### config.mk
export PLATFORM = sky130hd
export DESIGN_NAME = adder_error_monitor
export DESIGN_NICKNAME = d
export VERILOG_FILES = /design/src/rtl/adder_error_monitor.sv
export SDC_FILE = /design/constraint.sdc
export NUM_CORES = 1
export LEC_CHECK = 0
export ABC_AREA = 1
export CAP_MARGIN = 30
export CELL_PAD_IN_SITES_DETAIL_PLACEMENT = 0
export CELL_PAD_IN_SITES_GLOBAL_PLACEMENT = 1
export CORE_MARGIN = 2
export CORE_UTILIZATION = 36
export CTS_BUF_LIST = sky130_fd_sc_hd__clkbuf_16
export DETAILED_ROUTE_END_ITERATION = 8
export PLACE_DENSITY = 0.8
export SYNTH_ARGS = -nofsm -noshare
export SYNTH_HDL_FRONTEND = slang
export SYNTH_SLANG_ARGS = --single-unit
export TNS_END_PERCENT = 5
### constraint.sdc
create_clock -name clk -period 4.6 [get_ports clk]
set_input_delay 1.15 -clock clk [delete_from_list [all_inputs] [get_ports clk]]
set_output_delay 1.15 -clock clk [all_outputs]
set_load 0.02 [all_outputs]
### src/rtl/adder_error_monitor.sv
// adder_error_monitor: error-metric stage for a WIDTH-bit approximate adder.
// Counts samples, nonzero-error samples, sum and max of |exact - in_sum|.
//
// Ports:
//   clk, rst_n      clock, synchronous active-low reset
//   start           one-cycle pulse, begins a run (IDLE/DONE only)
//   num_samples     samples per run, latched on start
//   in_valid/ready  sample handshake, ready only in RUN
//   in_a, in_b      operands
//   in_sum          adder-under-test result (WIDTH+1 bits)
//   busy, done      RUN/DRAIN and DONE status
//   sample_cnt      samples accepted this run
//   err_cnt         samples with nonzero error distance
//   err_dist_sum    saturating sum of error distances
//   max_err_dist    largest error distance this run
//   sq_err_sum      saturating sum of squared distances
//                   (only when ADDER_ERR_SQ_EN is defined)
//
// Build option: define ADDER_ERR_SQ_EN to add sq_err_sum.

module adder_error_monitor #(
   parameter int WIDTH = 16,
   parameter int CNT_W = 20,
   parameter int ACC_W = 40
) (
   input  logic             clk,
   input  logic             rst_n,
   input  logic             start,
   input  logic [CNT_W-1:0] num_samples,
   input  logic             in_valid,
   output logic             in_ready,
   input  logic [WIDTH-1:0] in_a,
   input  logic [WIDTH-1:0] in_b,
   input  logic [WIDTH:0]   in_sum,
   output logic             busy,
   output logic             done,
   output logic [CNT_W-1:0] sample_cnt,
   output logic [CNT_W-1:0] err_cnt,
   output logic [ACC_W-1:0] err_dist_sum,
   output logic [WIDTH:0]   max_err_dist
`ifdef ADDER_ERR_SQ_EN
   ,
   output logic [2*ACC_W-1:0] sq_err_sum
`endif
);

   typedef enum logic [1:0] {
      S_IDLE,
      S_RUN,
      S_DRAIN,
      S_DONE
   } state_t;

   localparam logic [CNT_W-1:0] ONE_C = 1;

   state_t           r_state;
   logic [CNT_W-1:0] r_target;
   logic [CNT_W-1:0] r_sample_cnt;
   logic [CNT_W-1:0] r_err_cnt;
   logic [ACC_W-1:0] r_dist_sum;
   logic [WIDTH:0]   r_max;
   logic [WIDTH:0]   r_s1_ed;
   logic             r_s1_vld;

   logic             w_accept;
   logic [WIDTH:0]   w_exact;
   logic [WIDTH:0]   w_ed;
   logic [CNT_W-1:0] w_cnt_inc;
   logic             w_last;
   logic [ACC_W:0]   w_dist_ext;
   logic [ACC_W-1:0] w_dist_next;
   logic [CNT_W-1:0] w_err_next;
   logic [WIDTH:0]   w_max_next;

   // Stage 1: exact sum and absolute error distance of the incoming sample
   assign w_accept  = in_valid && (r_state == S_RUN);
   assign w_exact   = {1'b0, in_a} + {1'b0, in_b};
   assign w_ed      = (w_exact >= in_sum) ? (w_exact - in_sum)
                                          : (in_sum - w_exact);
   assign w_cnt_inc = r_sample_cnt + ONE_C;
   assign w_last    = (w_cnt_inc == r_target);

   // Stage 2: accumulate; the extra top bit of the sum detects overflow
   assign w_dist_ext  = {1'b0, r_dist_sum}
                      + {{(ACC_W-WIDTH){1'b0}}, r_s1_ed};
   assign w_dist_next = w_dist_ext[ACC_W] ? {ACC_W{1'b1}}
                                          : w_dist_ext[ACC_W-1:0];
   assign w_err_next  = (r_s1_ed != '0) ? (r_err_cnt + ONE_C)
                                        : r_err_cnt;
   assign w_max_next  = (r_s1_ed > r_max) ? r_s1_ed : r_max;

`ifdef ADDER_ERR_SQ_EN
   logic [2*ACC_W-1:0] r_sq_sum;
   logic [2*WIDTH+1:0] w_ed_x;
   logic [2*WIDTH+1:0] w_sq;
   logic [2*ACC_W:0]   w_sq_ext;
   logic [2*ACC_W-1:0] w_sq_next;

   // Operands widened first so the product keeps all 2*(WIDTH+1) bits
   assign w_ed_x    = {{(WIDTH+1){1'b0}}, r_s1_ed};
   assign w_sq      = w_ed_x * w_ed_x;
   assign w_sq_ext  = {1'b0, r_sq_sum}
                    + {{(2*ACC_W-2*WIDTH-1){1'b0}}, w_sq};
   assign w_sq_next = w_sq_ext[2*ACC_W] ? {(2*ACC_W){1'b1}}
                                        : w_sq_ext[2*ACC_W-1:0];

   always_ff @(posedge clk) begin
      if (!rst_n) begin
         r_sq_sum <= '0;
      end else if (start &&
                   (r_state == S_IDLE || r_state == S_DONE)) begin
         r_sq_sum <= '0;
      end else if (r_s1_vld) begin
         r_sq_sum <= w_sq_next;
      end
   end

   assign sq_err_sum = r_sq_sum;
`endif

   always_ff @(posedge clk) begin
      if (!rst_n) begin
         r_state      <= S_IDLE;
         r_target     <= '0;
         r_sample_cnt <= '0;
         r_err_cnt    <= '0;
         r_dist_sum   <= '0;
         r_max        <= '0;
         r_s1_ed      <= '0;
         r_s1_vld     <= 1'b0;
      end else begin
         r_s1_vld <= w_accept;
         if (w_accept) begin
            r_s1_ed      <= w_ed;
            r_sample_cnt <= w_cnt_inc;
         end
         if (r_s1_vld) begin
            r_err_cnt  <= w_err_next;
            r_dist_sum <= w_dist_next;
            r_max      <= w_max_next;
         end
         unique case (r_state)
            S_IDLE, S_DONE: begin
               // Stage 1 is always empty here, so clearing cannot race
               // with an accumulate
               if (start) begin
                  r_target     <= num_samples;
                  r_sample_cnt <= '0;
                  r_err_cnt    <= '0;
                  r_dist_sum   <= '0;
                  r_max        <= '0;
                  r_state      <= (num_samples == '0) ? S_DONE : S_RUN;
               end
            end
            S_RUN: begin
               if (w_accept && w_last) begin
                  r_state <= S_DRAIN;
               end
            end
            S_DRAIN: begin
               // Last sample is accumulated on this edge when stage 1
               // still holds it; leave once it has gone through
               if (!r_s1_vld) begin
                  r_state <= S_DONE;
               end
            end
            default: r_state <= S_IDLE;
         endcase
      end
   end

   assign in_ready     = (r_state == S_RUN);
   assign busy         = (r_state == S_RUN) || (r_state == S_DRAIN);
   assign done         = (r_state == S_DONE);
   assign sample_cnt   = r_sample_cnt;
   assign err_cnt      = r_err_cnt;
   assign err_dist_sum = r_dist_sum;
   assign max_err_dist = r_max;

endmodule
==> impl_metrics.py <==
metrics = {
    "status": {
        "outcome": "finished, final reports clean",
    },
    "clock_network": {
        "htreeDepth": 4,
        "clock_path_buffers": 2,
        "ctsHoldBuffers": 0,
        "clock_latency_ns": 0.43,
        "cts_root_buf": "clkbuf_16",
        "cts_tree": "yes",
        "cts_buffers": 17,
        "clkSinkCount": 137,
        "path_clk_slew_ns": 0.06,
    },
    "power": {
        "power_frac_comb_pct": 46.7,
        "p_switching_mw": 2.40,
        "powerDensity_nw_per_um2": 401,
        "p_int_mw": 3.28,
        "sequentialPowerShare_pct": 28.0,
        "power.clock.fraction_pct": 25.2,
        "vdd_drop_max_v": 0.000256,
        "p_leak_nw": 6.46,
        "sw_frac_of_total_pct": 42.2,
    },
    "worst_hold_path": {
        "hold_end": "r_target[1]$_SDFFE_PN0P_",
        "min_from": "r_target[1]$_SDFFE_PN0P_",
        "hold_path_class": "reg2reg",
        "whs_path_depth": 2,
    },
    "synthesis": {
        "synth_edf_count": 0,
        "syn_area_per_cell_um2": 6.59,
        "ys_top_cells_by_area": "dfxtp_1 (26%), nand2_1 (12%), ha_1 (10%)",
        "seq_area_frac_synth_pct": 25.6,
        "synth_seq_cells": 137,
        "synthArstFlopShare_pct": 0,
        "synth_flop_cell": "dfxtp_1",
        "syn_nets": 1794,
        "synth_top_area_share_pct": 25.6,
        "yosys_warnings": 0,
        "yosysTopAreaCell": "dfxtp_1",
        "syn_inst": 1628,
        "synth_area_um2": 10700,
        "synthDistinctLibCells": 56,
    },
    "global_route": {
        "antenna_found_initial": 0,
        "overflow": 0,
        "grt_pass1_wl_um": 53700,
        "track_usage_pct": 21.2,
        "grt_max_degree": 68,
        "grt_pass1_vias": 10901,
    },
    "critical_path": {
        "regToRegSetupSlack_ns": 1.80,
        "r2r-start": "r_state[0]$_SDFFE_PN0P_",
        "critPathRequiredTime_ns": 4.92,
        "end_kind": "register",
        "critPathLaunchType": "input pin",
        "path_class": "in2reg",
        "reg2reg_to": "err_cnt[11]$_SDFF_PN0_",
        "cp.arrival_ns": 4.69,
        "rr_worst_depth": 7,
        "crit_fanout": 10,
    },
    "place": {
        "place_ws_ns": -0.361,
        "hpwl_um": 25500,
        "port_buffers": 172,
        "dpl_cell_area_um2": 13500,
        "gp_congestion": 0.910,
    },
    "drt": {
        "wirelength_um": 32200,
        "wl_per_cell_um": 14.2,
        "vias_per_cell": 4.86,
        "ant_nets": 0,
        "drt_first_pass_iters": 5,
        "drc": 0,
        "vias": 11052,
        "drt_iter0_drc": 595,
    },
    "final_layout": {
        "nNetsFinal": 2037,
        "n_antenna_cell": 0,
        "mostFrequentLayoutCell": "nand2_1",
        "drive_gt1_share_pct": 10.1,
        "fin_area_um2": 14200,
        "area_growth_pct": 32.1,
        "n_fill_cell": 3085,
        "post-route-util_pct": 48.1,
        "final_cell_mix": "nand2_1 (330), inv_1 (246), clkdlybuf4s50_1 (172)",
    },
    "sta": {
        "timing_hold_violations_final": 0,
        "worst_pin_slew_ns": 0.693,
        "fin_hold_ws_ns": 0.473,
        "fin_crit_sh_pct": 95.1,
        "drv_slew": 0,
        "finClkSkew_ns": 0.0116,
        "rsz0062_at_grt": "yes",
        "slew_headroom_pct": 53.7,
        "setup_slack_ns": 0.227,
        "final-setup-viol-count": 0,
        "max_freq_ghz": 0.229,
        "fin_crit_ns": 4.37,
    },
    "floorplanning": {
        "dieArea_um2": 31200,
        "ios": 173,
        "start_util_pct": 36.4,
        "coreArea_um2": 29500,
        "core.rowCount": 63,
        "die_x_um": 177,
        "die_y_um": 177,
    },
    "job": {
        "drv_cap": 0,
    },
}
==> cell families after synthesis <==
logic type | count (synthesis) | share of synthesized area [%]
AND/OR/NAND/NOR | 690 | 28.3
adder cells (fa/ha/maj) | 93 | 11.1
XOR/XNOR | 70 | 5.85
AO/OA/AOI/OAI | 341 | 18.4
buffers and inverters | 297 | 10.8
flip-flops | 137 | 25.6
==> worst max-delay path: stages <==
cell,delay [ns]
clkdlybuf4s50_1,0.40
ha_1,0.23
fa_2,0.36
a21oi_2,0.13
o21bai_1,0.09
nand2_1,0.09
o211ai_2,0.09
nand3_1,0.09
nand2_2,0.07
inv_2,0.06
o21ai_2,0.06
xor2_1,0.23
ha_2,0.35
a21o_1,0.22
nor2_2,0.14
o221ai_2,0.12
nor2_2,0.20
nand2_4,0.11
inv_6,0.10
nand2_1,0.07
nand3_1,0.08
nand2_1,0.05
o21ai_0,0.16
inv_1,0.05
==> power groups by stage <==
stage          combinational (mW)  sequential, mW  clock, mW
2_1_floorplan                1.64            1.63          0
3_5_place_dp                 2.63            1.62          0
3_3_place_gp                 2.60            1.62          0
5_1_grt                      3.02            1.63       1.52
6_report                     2.66            1.59       1.43
4_1_cts                      2.64            1.60       1.47
==> how the worst max path moves through the flow <==
stage,start,to,slack [ns],depth (start not counted)
6_report,in_a[0],r_s1_ed[16]$_SDFFE_PN0P_,0.23,24
5_1_grt,in_a[0],r_s1_ed[1]$_SDFFE_PN0P_,-0.03,24
4_1_cts,in_a[0],r_s1_ed[8]$_SDFFE_PN0P_,0.08,25
3_5_place_dp,in_a[0],r_s1_ed[8]$_SDFFE_PN0P_,-0.36,25
3_3_place_gp,in_a[0],r_s1_ed[4]$_SDFFE_PN0P_,-0.29,26
2_1_floorplan,in_a[0],r_s1_ed[13]$_SDFFE_PN0P_,0.31,25
==> final cells by class <==
cell class	count	area, µm²	share of cell area [%]
multi-input combinational	1194	6930	48.9
sequential	137	2740	19.3
timing repair buffer	268	2470	17.4
inverter	253	955	6.73
tap	390	488	3.44
clock buffer	17	425	3.00
clock inverter	15	176	1.24
==> metrics by stage <==
| stage | total power [mW] | setup TNS, ns | std cells |
|---|---|---|---|
| 4_1_cts | 5.70 | 0 | 2272 |
| 6_report | 5.68 | 0 | 2274 |
| 3_5_place_dp | 4.24 | -4.76 | 2240 |
| 5_1_grt | 6.16 | -0.0843 | 2274 |
| 2_1_floorplan | 3.27 | 0 | 1628 |
| 3_3_place_gp | 4.22 | -3.38 | 2239 |
==> per-layer routing <==
layer  GRT usage [%]  part of all wire (%)
met3            2.71                   3.6
met2            36.8                    47
met1            27.6                    47
met5               0                     0
met4            5.65                   1.8
==> cells in the mapped netlist, types with 3 or more instances <==
| library cell | n |
|---|---|
| a21o_1 | 8 |
| buf_2 | 7 |
| ha_1 | 89 |
| o21ai_0 | 118 |
| buf_4 | 6 |
| nor2_2 | 7 |
| o21ai_1 | 4 |
| clkbuf_1 | 25 |
| nand3_1 | 89 |
| nor2_1 | 153 |
| nand2_2 | 10 |
| xnor2_1 | 18 |
| buf_1 | 3 |
| nand3b_1 | 11 |
| inv_1 | 248 |
| fa_1 | 4 |
| nand4_1 | 29 |
| a31oi_1 | 4 |
| nand2_1 | 333 |
| a211oi_1 | 10 |
| o2111ai_1 | 4 |
| nor4_1 | 13 |
| dfxtp_1 | 137 |
| o211ai_1 | 19 |
| inv_2 | 3 |
| a21oi_1 | 135 |
| nor2_4 | 5 |
| nor3_1 | 29 |
| o221ai_1 | 16 |
| xor2_1 | 51 |
| o21bai_1 | 9 |
==> state kept, by name, indices dropped and copies added (netlist names) <==
register / count
err_cnt: 20
r_target: 20
err_dist_sum: 40
r_s1_ed: 17
r_state: 2
max_err_dist: 17
r_s1_vld: 1
sample_cnt: 20
==> what timing repair did <==
action | 4_1_cts | 5_1_grt
endpoints found under the setup margin | 0 | 16
gates resized for setup | 0 | 27
buffers inserted | 0 | 2
(Power assumes the default switching activity.)
